## src/rtl/output_port_fifo.sv

```systemverilog
// Output-port buffer between the crossbar and a sink, valid/ready on both sides, no bypass.
// Optional drop counter on rejected offers is compiled in with OUTPUT_PORT_DROP_CNT_EN.
module output_port_fifo #(
  parameter int DATA_W = 8,
  parameter int DEPTH  = 4
) (
  input  logic                         clk,
  input  logic                         reset,
  input  logic                         flush,
  input  logic                         in_valid,
  input  logic [DATA_W-1:0]            in_data,
  output logic                         in_ready,
  output logic                         out_valid,
  output logic [DATA_W-1:0]            out_data,
  input  logic                         out_ready,
  output logic [$clog2(DEPTH+1)-1:0]   count
`ifdef OUTPUT_PORT_DROP_CNT_EN
  ,
  output logic [15:0]                  drop_cnt
`endif
);

  localparam int PTR_W = $clog2(DEPTH);
  localparam int CNT_W = $clog2(DEPTH + 1);
  localparam logic [CNT_W-1:0] FULL = CNT_W'(DEPTH);

  logic [DATA_W-1:0] mem_q [DEPTH];
  logic [PTR_W-1:0]  wr_ptr_q, wr_ptr_d;
  logic [PTR_W-1:0]  rd_ptr_q, rd_ptr_d;
  logic [CNT_W-1:0]  count_q, count_d;
  logic              push, pop;

  // Ready depends only on registered occupancy (and reset), never on out_ready.
  assign in_ready  = ~reset & (count_q < FULL);
  assign out_valid = (count_q != '0);
  assign out_data  = out_valid ? mem_q[rd_ptr_q] : '0;
  assign count     = count_q;

  assign push = in_valid & in_ready;
  assign pop  = out_valid & out_ready;

  always_comb begin
    wr_ptr_d = wr_ptr_q;
    rd_ptr_d = rd_ptr_q;
    count_d  = count_q;
    if (flush) begin
      wr_ptr_d = '0;
      rd_ptr_d = '0;
      count_d  = '0;
    end else begin
      if (push) wr_ptr_d = wr_ptr_q + PTR_W'(1);
      if (pop)  rd_ptr_d = rd_ptr_q + PTR_W'(1);
      case ({push, pop})
        2'b10:   count_d = count_q + CNT_W'(1);
        2'b01:   count_d = count_q - CNT_W'(1);
        default: count_d = count_q;
      endcase
    end
  end

  always_ff @(posedge clk or posedge reset) begin
    if (reset) begin
      wr_ptr_q <= '0;
      rd_ptr_q <= '0;
      count_q  <= '0;
    end else begin
      wr_ptr_q <= wr_ptr_d;
      rd_ptr_q <= rd_ptr_d;
      count_q  <= count_d;
    end
  end

  // Storage is not reset; occupancy alone decides what is visible.
  always_ff @(posedge clk) begin
    if (push && !flush) mem_q[wr_ptr_q] <= in_data;
  end

`ifdef OUTPUT_PORT_DROP_CNT_EN
  logic [15:0] drop_cnt_q, drop_cnt_d;

  always_comb begin
    drop_cnt_d = drop_cnt_q;
    if (flush)
      drop_cnt_d = '0;
    else if (in_valid && !in_ready && drop_cnt_q != 16'hFFFF)
      drop_cnt_d = drop_cnt_q + 16'd1;
  end

  always_ff @(posedge clk or posedge reset) begin
    if (reset) drop_cnt_q <= '0;
    else       drop_cnt_q <= drop_cnt_d;
  end

  assign drop_cnt = drop_cnt_q;
`endif

endmodule

```

## config.mk

```make
export PLATFORM = sky130hd
export DESIGN_NAME = output_port_fifo
export DESIGN_NICKNAME = d
export VERILOG_FILES = /design/src/rtl/output_port_fifo.sv
export SDC_FILE = /design/constraint.sdc
export NUM_CORES = 1
export LEC_CHECK = 0
export ABC_AREA = 1
export CORE_MARGIN = 5
export CORE_UTILIZATION = 23
export DETAILED_ROUTE_END_ITERATION = 12
export PLACE_DENSITY_LB_ADDON = 0.15
export SYNTH_ARGS = -nofsm -noshare
export SYNTH_HDL_FRONTEND = slang
export SYNTH_SLANG_ARGS = --single-unit
```

## constraint.sdc

```tcl
create_clock -name clk -period 2.33 [get_ports clk]
set_clock_uncertainty 0.2 [all_clocks]
set_input_delay 0.699 -clock clk [delete_from_list [all_inputs] [get_ports clk]]
set_output_delay 0.699 -clock clk [all_outputs]
set_load 0.02 [all_outputs]
```

# After elaboration in Yosys (flattened, before gate mapping)
# Memory sizes are Yosys's and may differ from the RTL's.
# Cells that the tools add are included.
# totals
reg_bits,7
mem_bits_rw,32
output_inout_bits,13
elab_cells,30
mem_count,1
# op_classes
add_sub_neg,4
order_cmp,1
eq_ne,2
n_mux,9
bitwise_logic,4
n_reduce_logical,6
# memory_table
name,words,word_bits,read_ports,rd_clocked_by_memory_dff,wr,line_no,rtl
mem_q,4,8,1,0,1,27,logic [DATA_W-1:0] mem_q [DEPTH];
# op_table
cell,count
two-way mux 2 bit,4
two-way mux 8 bit,1
case mux 3 bit (2 select lines),1
nonzero test 3 bit,2
adder 2 x 1 -> 2 bit (second input constant),2
nonzero test 2 bit,2
adder 3 x 1 -> 3 bit (second input constant),1
bitwise AND 1 bit,3
< comparator 3 bit (second input constant),1
two-way mux 3 bit,1
subtractor 3 x 1 -> 3 bit (second input constant),1
== test 2 x 1 -> 1 bit (second input constant),1
== test 2 bit (second input constant),1
two-way mux 1 bit,2
logical AND 1 bit,1
logical NOT 1 bit,1
NOT 1 bit,1

# Longest topological paths before layout
# Gate-level depths: netlist of the first run.
# logic_depth
word_depth,6
mapped_depth,9
depth_no_buf,9

# Worst setup path before layout of the first run
# Ideal clock, no wire load.
# synth_timing
path_kind,input to register
from,input port reset
to,memory mem_q[0][0] (enable)
setup_ns,0.371
t_arrival_ns,1.620
setup_slack_ns,0.139
stages,5
path_buffers,0
cell_sequence,nor2_2 > nand2_2 > inv_2 > nand2_1 > nor2_1
# synth_via
elab_chain_len,6
# synth_rtl
item,line_no,rtl
start: declaration,8,"input logic reset,"
NOT 1 bit,34,assign in_ready = ~reset & (count_q < FULL);
bitwise AND 1 bit,34,
bitwise AND 1 bit,39,assign push = in_valid & in_ready;
logical AND 1 bit,75,if (push && !flush) mem_q[wr_ptr_q] <= in_data;
two-way mux 1 bit,75,
two-way mux 1 bit (implied by the code),75,
end: declaration,27,
# No other way between the ends.

# Worst setup path after layout of the first run
# layout_timing
from,register rd_ptr_q[1]
to,output port out_data[0]
# layout_via
elab_chain_len,2
# layout_rtl
item,line_no,rtl
start: declaration,29,"logic [PTR_W-1:0] rd_ptr_q, rd_ptr_d;"
start signal: assignment,68,rd_ptr_q <= rd_ptr_d;
memory (4 x 8 bit),-,
two-way mux 8 bit,36,assign out_data = out_valid ? mem_q[rd_ptr_q] : '0;
end: declaration,14,"output logic [DATA_W-1:0] out_data,"
# No other way between the ends.

==> flow_metrics.tcl, run 1 <==
set metrics [dict create \
    grt_pass1_wl_um 6290 \
    synth_top_family_by_area "simple AND/OR/NAND/NOR gates" \
    r2r_slack_ns 0.36 \
    drc_errors 0 \
    fin_crit_sh 1.00 \
    nNetsFinal 232 \
    die_w_um 96.6 \
    drive_above_1_share 0.316 \
    multi_input_area_um2 548 \
    place_congestion 0.669 \
    cts_sinks 39 \
    required_ns 1.43 \
    clk_pin_slew_ns 0.07 \
    rsz0062_at_grt "true" \
    slew_headroom 0.781 \
    die_h_um 96.6 \
    clk-insertion-delay-late_ns 0.28 \
    register_area_um2 1140 \
    p_comb_frac 0.354 \
    ios 26 \
    totalWireLength_um 3780 \
    ys_seq_area_frac 0.659 \
    crit_type "reg2out" \
    p_sw_mw 0.634 \
    cts_hold_buf 0 \
    wl_met2_um 1640 \
    rows 31 \
    violations "setup timing" \
    overflow 0 \
    antenna_found_initial 0 \
    synth_xor_area_frac 0 \
    synth.area.mux_share 0 \
    pwr-share-seq 0.417 \
    antenna_cells 0 \
    cts_tree "done" \
    drv_cap 0 \
    startpoint_type "flip-flop" \
    dp_hpwl_um 2730 \
    vias 1260 \
    switching_share 0.328 \
    root_buffer "clkbuf_8" \
    ys_ff_latch 39 \
    detail-route-antenna-nets 0 \
    peakVddDrop_uv 340 \
    top_layer "met4" \
    rr_endpoint "count[2]$_DFFE_PP0P_" \
    synth.avg_cell_area_um2 11.0 \
    cts_made_buffers 5 \
    powerDensity_nw_per_um2 796 \
    critPathArrivalTime_ns 1.43 \
    fin_crit_ns 2.33 \
    power.total_mw 1.93 \
    die_area_um2 9330 \
    pwr-share-clk 0.228 \
    hold_violations 0 \
    netlist_area_um2 1720 \
    p_leak_nw 1.00 \
    grt_usage 0.0904 \
    detail_route.vias_per_cell 4.01 \
    tightest_slew_ns 0.329 \
    slew_violations 0 \
    fmaxAchievable_mhz 429 \
    cts_max_level 2 \
    io_buffer_count 25 \
    reg2regPathDepth 11 \
    yosys.area_share.simple 0.153 \
    routed-wl-met3_um 251 \
    met1Wirelength_um 1860 \
    avgRoutedWirePerCell_um 12.1 \
    cts_max_path_buffers 2 \
    hold_path.class "in2async" \
    drtIter0Drc 28 \
    p_int_mw 1.30 \
    worstSetupEndpointType "output pin" \
    n_fill_cell 797 \
    rr_startpoint "count[2]$_DFFE_PP0P_" \
    synth_compound_area_frac 0.0994 \
    outcome "finished with violations" \
    ys_types 20 \
    cts_setup_buffers 0 \
    coreArea_um2 7290 \
    netlist_instances 157 \
    grt_pass1_vias 1311 \
    areaGrowthSynthToFinish_pct 40.8 \
    synth_fa_ha_area_frac 0.0406 \
    cp_max_fo 5 \
    first_pass_iters 4 \
    synth_nets 175 \
    finalSetupViolCount 1 \
    start_util 0.236 \
    fin_util 0.333 \
    grt_max_degree 13 \
    setup_ws_ns -0.00311 \
    synth_warnings 0 \
]
-- layout by cell type (no fill, tap or decap), types with 4 or more instances in the layout --
cell,n
a21oi_1,10
clkdlybuf4s50_1,11
nor2_2,6
clkbuf_8,5
nor2_4,4
edfxtp_1,32
nand3_1,6
ha_1,4
o21ai_0,9
dfrtp_1,5
nor2_1,28
buf_4,34
nand2_1,10
inv_1,11
o21ai_1,12
inv_2,4
-- Yosys cell counts, drive strengths merged --
cell type	number	area share
o21ai	21	0.061
ha	4	0.029
inv	16	0.035
fa	1	0.012
nand3	8	0.029
nand2	13	0.033
buf	3	0.010
a21oi	11	0.038
dfrtp	7	0.10
nand4	2	0.0073
clkbuf	1	0.0029
nor2	38	0.084
edfxtp	32	0.56
-- worst max-delay path, stage by stage (launching register included) --
cell and delay (ns):
dfrtp_2 0.47, buf_4 0.16, nor2_1 0.10, o21ai_0 0.09, a21oi_1 0.16, buf_4 0.16
-- area by class of cell --
| cell class | count | share of cell area |
|---|---|---|
| Tap cell | 99 | 0.0510 |
| Multi-Input combinational cell | 98 | 0.226 |
| Sequential cell | 39 | 0.469 |
| Timing Repair Buffer | 54 | 0.193 |
| Clock buffer | 6 | 0.0299 |
| Inverter | 16 | 0.0258 |
| Clock inverter | 2 | 0.00515 |
-- routing by layer --
layer	up-vias	track usage
met2	35	0.144
met1	572	0.120
met4	0	0.0245
met5	-	0
li1	646	-
met3	7	0.0263
-- worst max-delay path by stage --
stage                                  startpoint                     to  slack (ns)  cells after the start
after detailed placement                    reset               in_ready       -0.44                      3
after CTS                 rd_ptr_q[0]$_DFFE_PP0P_            out_data[7]       -0.02                      5
after global routing      rd_ptr_q[0]$_DFFE_PP0P_            out_data[6]       -0.07                      6
after floorplan                             reset  mem_q[0][0]$_DFFE_PP_        0.14                      5
final                     rd_ptr_q[1]$_DFFE_PP0P_            out_data[0]      -0.003                      5
after global placement                      reset               in_ready       -0.43                      3
-- sequential cells by signal, summed over array words and instances (netlist names) --
| name | cells |
|---|---|
| mem_q | 32 |
| count | 3 |
| rd_ptr_q | 2 |
| wr_ptr_q | 2 |
-- through the flow --
| step | instances | hold WS (ns) | setup TNS (ns) | setup WS (ns) | instance area [um2] |
|---|---|---|---|---|---|
| floorplan | 157 | 0.302 | 0 | 0.139 | 1720 |
| global placement | 306 | 0.439 | -5.48 | -0.432 | 2290 |
| global route | 314 | 0.359 | -0.488 | -0.0744 | 2430 |
| CTS | 314 | 0.451 | -0.0212 | -0.0212 | 2350 |
| detailed placement | 306 | 0.440 | -6.53 | -0.441 | 2290 |
| finish | 314 | 0.323 | -0.00311 | -0.00311 | 2430 |
-- kinds of logic after synthesis --
family	after synthesis
buf+inv	20
simple gates	61
fa+ha+maj	5
flops	39
compound gates	32
-- repair_timing --
item / CTS / global route
gates resized for setup: 45 / 34
gates cloned: 0 / 0
pin swaps: 0 / 17
setup endpoints to repair: 10 / 11
-- power by group through the flow --
stage / registers [mW] / clock network, mW / logic, mW
floorplan: 0.829 / 0 / 0.313
global route: 0.810 / 0.488 / 0.763
detailed placement: 0.815 / 0 / 0.692
finish: 0.806 / 0.441 / 0.685
CTS: 0.801 / 0.456 / 0.657
global placement: 0.814 / 0 / 0.690
Note: power is estimated with default switching activity, not from simulation.
==> inputs of run 2 (changes only) <==
--- a/config.mk
+++ b/config.mk
@@ -9,7 +9,8 @@
 export CORE_MARGIN = 5
 export CORE_UTILIZATION = 23
 export DETAILED_ROUTE_END_ITERATION = 12
-export PLACE_DENSITY_LB_ADDON = 0.15
+export PLACE_DENSITY_LB_ADDON = 0.12
+export REMOVE_ABC_BUFFERS = 1
 export SYNTH_ARGS = -nofsm -noshare
 export SYNTH_HDL_FRONTEND = slang
 export SYNTH_SLANG_ARGS = --single-unit
==> run 2 against run 1 <==
  * The run now ends clean
  * Count of clock-buffer cells in the layout unchanged
  * Combinational power about the same
  * Core utilization about the same
  * Clock power increased by 1%
  * First-iteration DRC count increased by 110%
  * Sequential share of layout area about the same
  * Power increased by 0.23%
  * Global-route usage increased by 0.52 points
  * Worst setup slack improved by 0.034 ns
  * Register-to-register slack got worse by 0.04 ns
  * Fmax increased by 1.5%
  * Routed wire length increased by 8.0%
  * Largest power group unchanged
==> flow_metrics.tcl, run 2 (synthesized netlist as in run 1, its figures left out) <==
set metrics [dict create \
    pwr-share-clk 0.231 \
    ios 26 \
    setup_ws_ns 0.0308 \
    final_cell_mix "buf_4, nor2_1, edfxtp_1, clkdlybuf4s50_1" \
    cts_max_path_buffers 2 \
    grt_usage 0.0956 \
    clk_pin_slew_ns 0.08 \
    vias 1296 \
    n_fill_cell 779 \
    overflow 0 \
    root_buffer "clkbuf_8" \
    die_w_um 96.6 \
    drv_cap 0 \
    critPathArrivalTime_ns 1.40 \
    grt_pass1_vias 1281 \
    required_ns 1.43 \
    hold_violations 0 \
    peakVddDrop_uv 205 \
    dp_hpwl_um 3080 \
    cp_max_fo 7 \
    drtIter0Drc 58 \
    outcome "complete, no violations" \
    p_int_mw 1.30 \
    areaGrowthSynthToFinish_pct 40.6 \
    die_h_um 96.6 \
    placed_cell_area_um2 2310 \
    crit_type "reg2out" \
    drc_errors 0 \
    cts_max_level 2 \
    fmaxAchievable_mhz 435 \
    io_buffer_count 25 \
    fin_cells 316 \
    detail-route-antenna-nets 0 \
    start_util 0.236 \
    pwr-share-seq 0.416 \
    cts_tree "done" \
    finalSetupViolCount 0 \
    fin_util 0.333 \
    totalWireLength_um 4090 \
    regMostFlops "mem_q" \
    fin_crit_sh 0.987 \
    r2r_slack_ns 0.32 \
    final_area_um2 2420 \
    powerDensity_nw_per_um2 798 \
    hold_path.class "in2async" \
    dp_cells 306 \
    p_comb_frac 0.353 \
    first_pass_iters 5 \
    detail_route.vias_per_cell 4.10 \
    p_sw_mw 0.637 \
    post-place-ws_ns -0.433 \
    cts_made_buffers 5 \
    final_common_cell "buf_4" \
    antenna_cells 0 \
    nNetsFinal 234 \
    die_area_um2 9330 \
    worstSetupEndpointType "output pin" \
    rsz0062_at_grt "true" \
    fin_crit_ns 2.30 \
    cts_sinks 39 \
    avgRoutedWirePerCell_um 12.9 \
    drive_above_1_share 0.304 \
    grt_max_degree 13 \
    largest_reg_flops 32 \
    tightest_slew_ns 0.351 \
    slew_violations 0 \
    startpoint_type "flip-flop" \
    clk-insertion-delay-late_ns 0.29 \
    place_congestion 0.776 \
    rows 31 \
    coreArea_um2 7290 \
    switching_share 0.329 \
    grt_pass1_wl_um 6510 \
    slew_headroom 0.766 \
    p_leak_nw 0.995 \
    antenna_found_initial 0 \
]
[run 2: final timing paths]
check,start,to,depth (start not counted)
min in group clk,wr_ptr_q[1]$_DFFE_PP0P_,wr_ptr_q[1]$_DFFE_PP0P_,2
setup / recovery,rd_ptr_q[0]$_DFFE_PP0P_,out_data[2],5
setup reg to reg,count[2]$_DFFE_PP0P_,count[2]$_DFFE_PP0P_,11
max in group asynchronous,reset,rd_ptr_q[1]$_DFFE_PP0P_,2
hold reg to reg,wr_ptr_q[1]$_DFFE_PP0P_,wr_ptr_q[1]$_DFFE_PP0P_,2
hold / removal,reset,count[2]$_DFFE_PP0P_,2
[run 2: layer usage]
metal  track usage  part of all wire  vias to the layer above
li1              -                 -                      650
met1         0.125              0.47                      621
met2         0.151              0.49                       20
met3        0.0263             0.036                        5
met4        0.0350             0.011                        0
met5             0                 0                        -
[run 2: stage by stage]
step | hold WS (ns) | power [mW] | setup TNS (ns)
2_1_floorplan | 0.302 | 1.13 | 0
3_3_place_gp | 0.411 | 1.50 | -6.94
3_5_place_dp | 0.428 | 1.50 | -8.11
4_1_cts | 0.443 | 1.92 | 0
5_1_grt | 0.242 | 2.04 | -0.211
6_report | 0.213 | 1.94 | 0
[run 2: layout make-up]
type | instances | area, um2 | share of cell area
clock buffers | 6 | 72.6 | 0.0299
clock inverters | 2 | 12.5 | 0.00516
inverters | 16 | 62.6 | 0.0258
multi-input cells | 98 | 524 | 0.216
flip-flops and latches | 39 | 1140 | 0.470
well taps | 99 | 124 | 0.0511
repair buffers | 56 | 490 | 0.202
[run 2: what timing repair did]
action	4_1_cts	5_1_grt
gates resized for setup	45	24
pin swaps	2	4
setup buffers	1	1
endpoints found under the setup margin	10	11
hold buffers	0	0
[run 2: worst max-delay path: stages, from the launching register on]
cell and delay (ns):
dfrtp_2 0.45, inv_2 0.10, buf_4 0.15, o21ai_0 0.11, a21oi_2 0.17, buf_6 0.14
[run 2: power groups by stage]
stage | clock network [mW] | logic, mW | registers (mW)
2_1_floorplan | 0 | 0.283 | 0.845
3_3_place_gp | 0 | 0.683 | 0.815
3_5_place_dp | 0 | 0.686 | 0.816
4_1_cts | 0.465 | 0.650 | 0.805
5_1_grt | 0.489 | 0.746 | 0.810
6_report | 0.447 | 0.684 | 0.805
==> inputs of run 3 (changes only) <==
--- a/config.mk
+++ b/config.mk
@@ -7,8 +7,9 @@
 export LEC_CHECK = 0
 export ABC_AREA = 1
 export CORE_MARGIN = 5
-export CORE_UTILIZATION = 23
+export CORE_UTILIZATION = 40
 export DETAILED_ROUTE_END_ITERATION = 12
+export GPL_TIMING_DRIVEN = 0
 export PLACE_DENSITY_LB_ADDON = 0.12
 export REMOVE_ABC_BUFFERS = 1
 export SYNTH_ARGS = -nofsm -noshare
==> run 3 against run 2 <==
  * The run now ends with setup timing left
  * Sequential power grew 2%
  * Register-to-register slack got worse by 0.07 ns
  * Fmax decreased by 6.3%
  * Global-route usage grew 4.7 points
  * Routed wire length is 3.2% lower
  * Clock power fell by 1%
  * Largest cell class unchanged
  * Die area decreased by 39%
  * Hold slack worse by 0.015 ns
  * Via count is 3.9% lower
  * Sequential share of layout area increased by 0.45 points
==> flow_metrics.tcl, run 3 (synthesized netlist as in run 1, its figures left out) <==
set metrics [dict create \
    start_util 0.422 \
    areaGrowthSynthToFinish_pct 39.8 \
    n_fill_cell 354 \
    slew_violations 0 \
    largest_reg_flops 32 \
    antenna_cells 0 \
    switching_share 0.345 \
    p_leak_nw 0.922 \
    dp_hpwl_um 2420 \
    cts_max_path_buffers 2 \
    cts_tree "done" \
    vias 1246 \
    final_cell_mix "edfxtp_1, nor2_2, nor2_1, buf_4, clkdlybuf4s50_1" \
    finalSetupViolCount 40 \
    first_pass_iters 4 \
    setup_ws_ns -0.125 \
    antenna_found_initial 0 \
    violations "setup timing" \
    register_area_um2 1140 \
    nNetsFinal 216 \
    die_area_um2 5720 \
    slowest_delay_ns 0.66 \
    fin_crit_ns 2.45 \
    grt_pass1_wl_um 5880 \
    totalWireLength_um 3960 \
    pwr-share-clk 0.221 \
    rows 23 \
    holdWs_ns 0.198 \
    rsz0062_at_grt "true" \
    critPathArrivalTime_ns 2.17 \
    tightest_slew_ns 0.841 \
    hold_violations 0 \
    io_buffer_count 25 \
    crit_slowest_cell "nor2_1" \
    fin_crit_sh 1.05 \
    peakVddDrop_uv 423 \
    cp_top_family "simple AND/OR/NAND/NOR gates" \
    multi_input_area_um2 678 \
    cts_max_level 2 \
    hold_path.class "in2async" \
    die_w_um 75.7 \
    p_sw_mw 0.689 \
    outcome "finished with violations" \
    p_comb_frac 0.370 \
    grt_max_degree 13 \
    die_h_um 75.7 \
    coreArea_um2 4090 \
    required_ns 2.05 \
    p_int_mw 1.31 \
    clk-insertion-delay-late_ns 0.29 \
    path_buf_inv 2 \
    grt_pass1_vias 1246 \
    crit_chain "clkdlybuf4s50_1, inv_1, nand2_1, nor2_1" \
    pwr-share-seq 0.409 \
    grt_usage 0.143 \
    drc_errors 0 \
    detail_route.vias_per_cell 5.00 \
    final_common_cell "edfxtp_1" \
    cp_max_fo 8 \
    cts_made_buffers 5 \
    detail-route-antenna-nets 0 \
    drtIter0Drc 46 \
    powerDensity_nw_per_um2 829 \
    root_buffer "clkbuf_8" \
    clk_pin_slew_ns 0.07 \
    ios 26 \
    drive_above_1_share 0.412 \
    drv_cap 0 \
    overflow 0 \
    place_congestion 0.827 \
    worstSetupEndpointType "flip-flop" \
    fmaxAchievable_mhz 407 \
    regMostFlops "mem_q" \
    finalSetupTns_ns -2.92 \
    cts_hold_buf 0 \
    avgRoutedWirePerCell_um 15.9 \
    slew_headroom 0.437 \
    crit_type "in2reg" \
    startpoint_type "primary input" \
    cts_sinks 39 \
]
[run 3: cell count changes in the layout (fill, tap and decap cells not counted), sizes merged]
| cell | before | now |
|---|---|---|
| buf | 40 | 22 |
| clkinvlp | 1 | 2 |
| inv | 16 | 15 |
| clkdlybuf4s50 | 12 | 13 |
| dlygate4sd2 | 2 | 1 |
[run 3: power groups by stage]
stage / Combinational, mW / Sequential, mW / Clock [mW]
final: 0.739 / 0.818 / 0.441
after global routing: 0.795 / 0.821 / 0.481
after CTS: 0.618 / 0.812 / 0.452
after detailed placement: 0.530 / 0.844 / 0
after global placement: 0.515 / 0.841 / 0
after floorplan: 0.283 / 0.845 / 0
[run 3: layout make-up]
cell class                      instances  share of cell area
Clock inverter                          2             0.00519
Tap cell                               50              0.0260
Clock buffer                            6              0.0301
Timing Repair Buffer                   38               0.157
Multi-Input combinational cell         98               0.281
Inverter                               16              0.0265
Sequential cell                        39               0.474
[run 3: what timing repair did]
item                       in CTS  in global routing
setup endpoints to repair      42                 43
pin swaps                       7                 29
resized for setup              69                 56
buffers inserted                9                  3
cloned                          0                  1
[run 3: worst paths after layout]
| kind | from | cells after the start | slack [ns] | to |
|---|---|---|---|---|
| worst max-delay path | flush | 4 | -0.12 | mem_q[1][0]$_DFFE_PP_ |
| worst min register to register | count[1]$_DFFE_PP0P_ | 2 | 0.38 | count[1]$_DFFE_PP0P_ |
| worst min-delay path | reset | 2 | 0.20 | rd_ptr_q[0]$_DFFE_PP0P_ |
| max in group asynchronous | reset | 2 | 1.48 | rd_ptr_q[0]$_DFFE_PP0P_ |
| worst max register to register | count[2]$_DFFE_PP0P_ | 5 | 0.25 | mem_q[1][0]$_DFFE_PP_ |
| min in group clk | count[1]$_DFFE_PP0P_ | 2 | 0.38 | count[1]$_DFFE_PP0P_ |
[run 3: routing by layer]
metal  GRT usage  up-vias  wire length (um)  share of wire
met1       0.169      599              1590           0.40
met3      0.0435        8               168          0.042
met4      0.0505        0                67          0.017
met5           0        -                 0              0
met2       0.244       21              2130           0.54
li1            -      618                 -              -
[run 3: worst register-to-register path, delay by kind of cell (launching register included)]
family | cells | cell delay (ns)
flip-flops | 1 | 0.46
buffers and inverters | 1 | 0.08
AND/OR/NAND/NOR | 4 | 0.97
[run 3: stage by stage]
stage	instance area, um2	utilization	total power [mW]	instances	worst slack (ns)
3_3_place_gp	2010	0.493	1.36	228	-0.589
3_5_place_dp	2010	0.493	1.37	228	-0.689
6_report	2410	0.590	2.00	249	-0.125
5_1_grt	2410	0.590	2.10	249	-0.211
4_1_cts	2200	0.539	1.88	245	-0.169
2_1_floorplan	1700	-	1.13	153	0.125
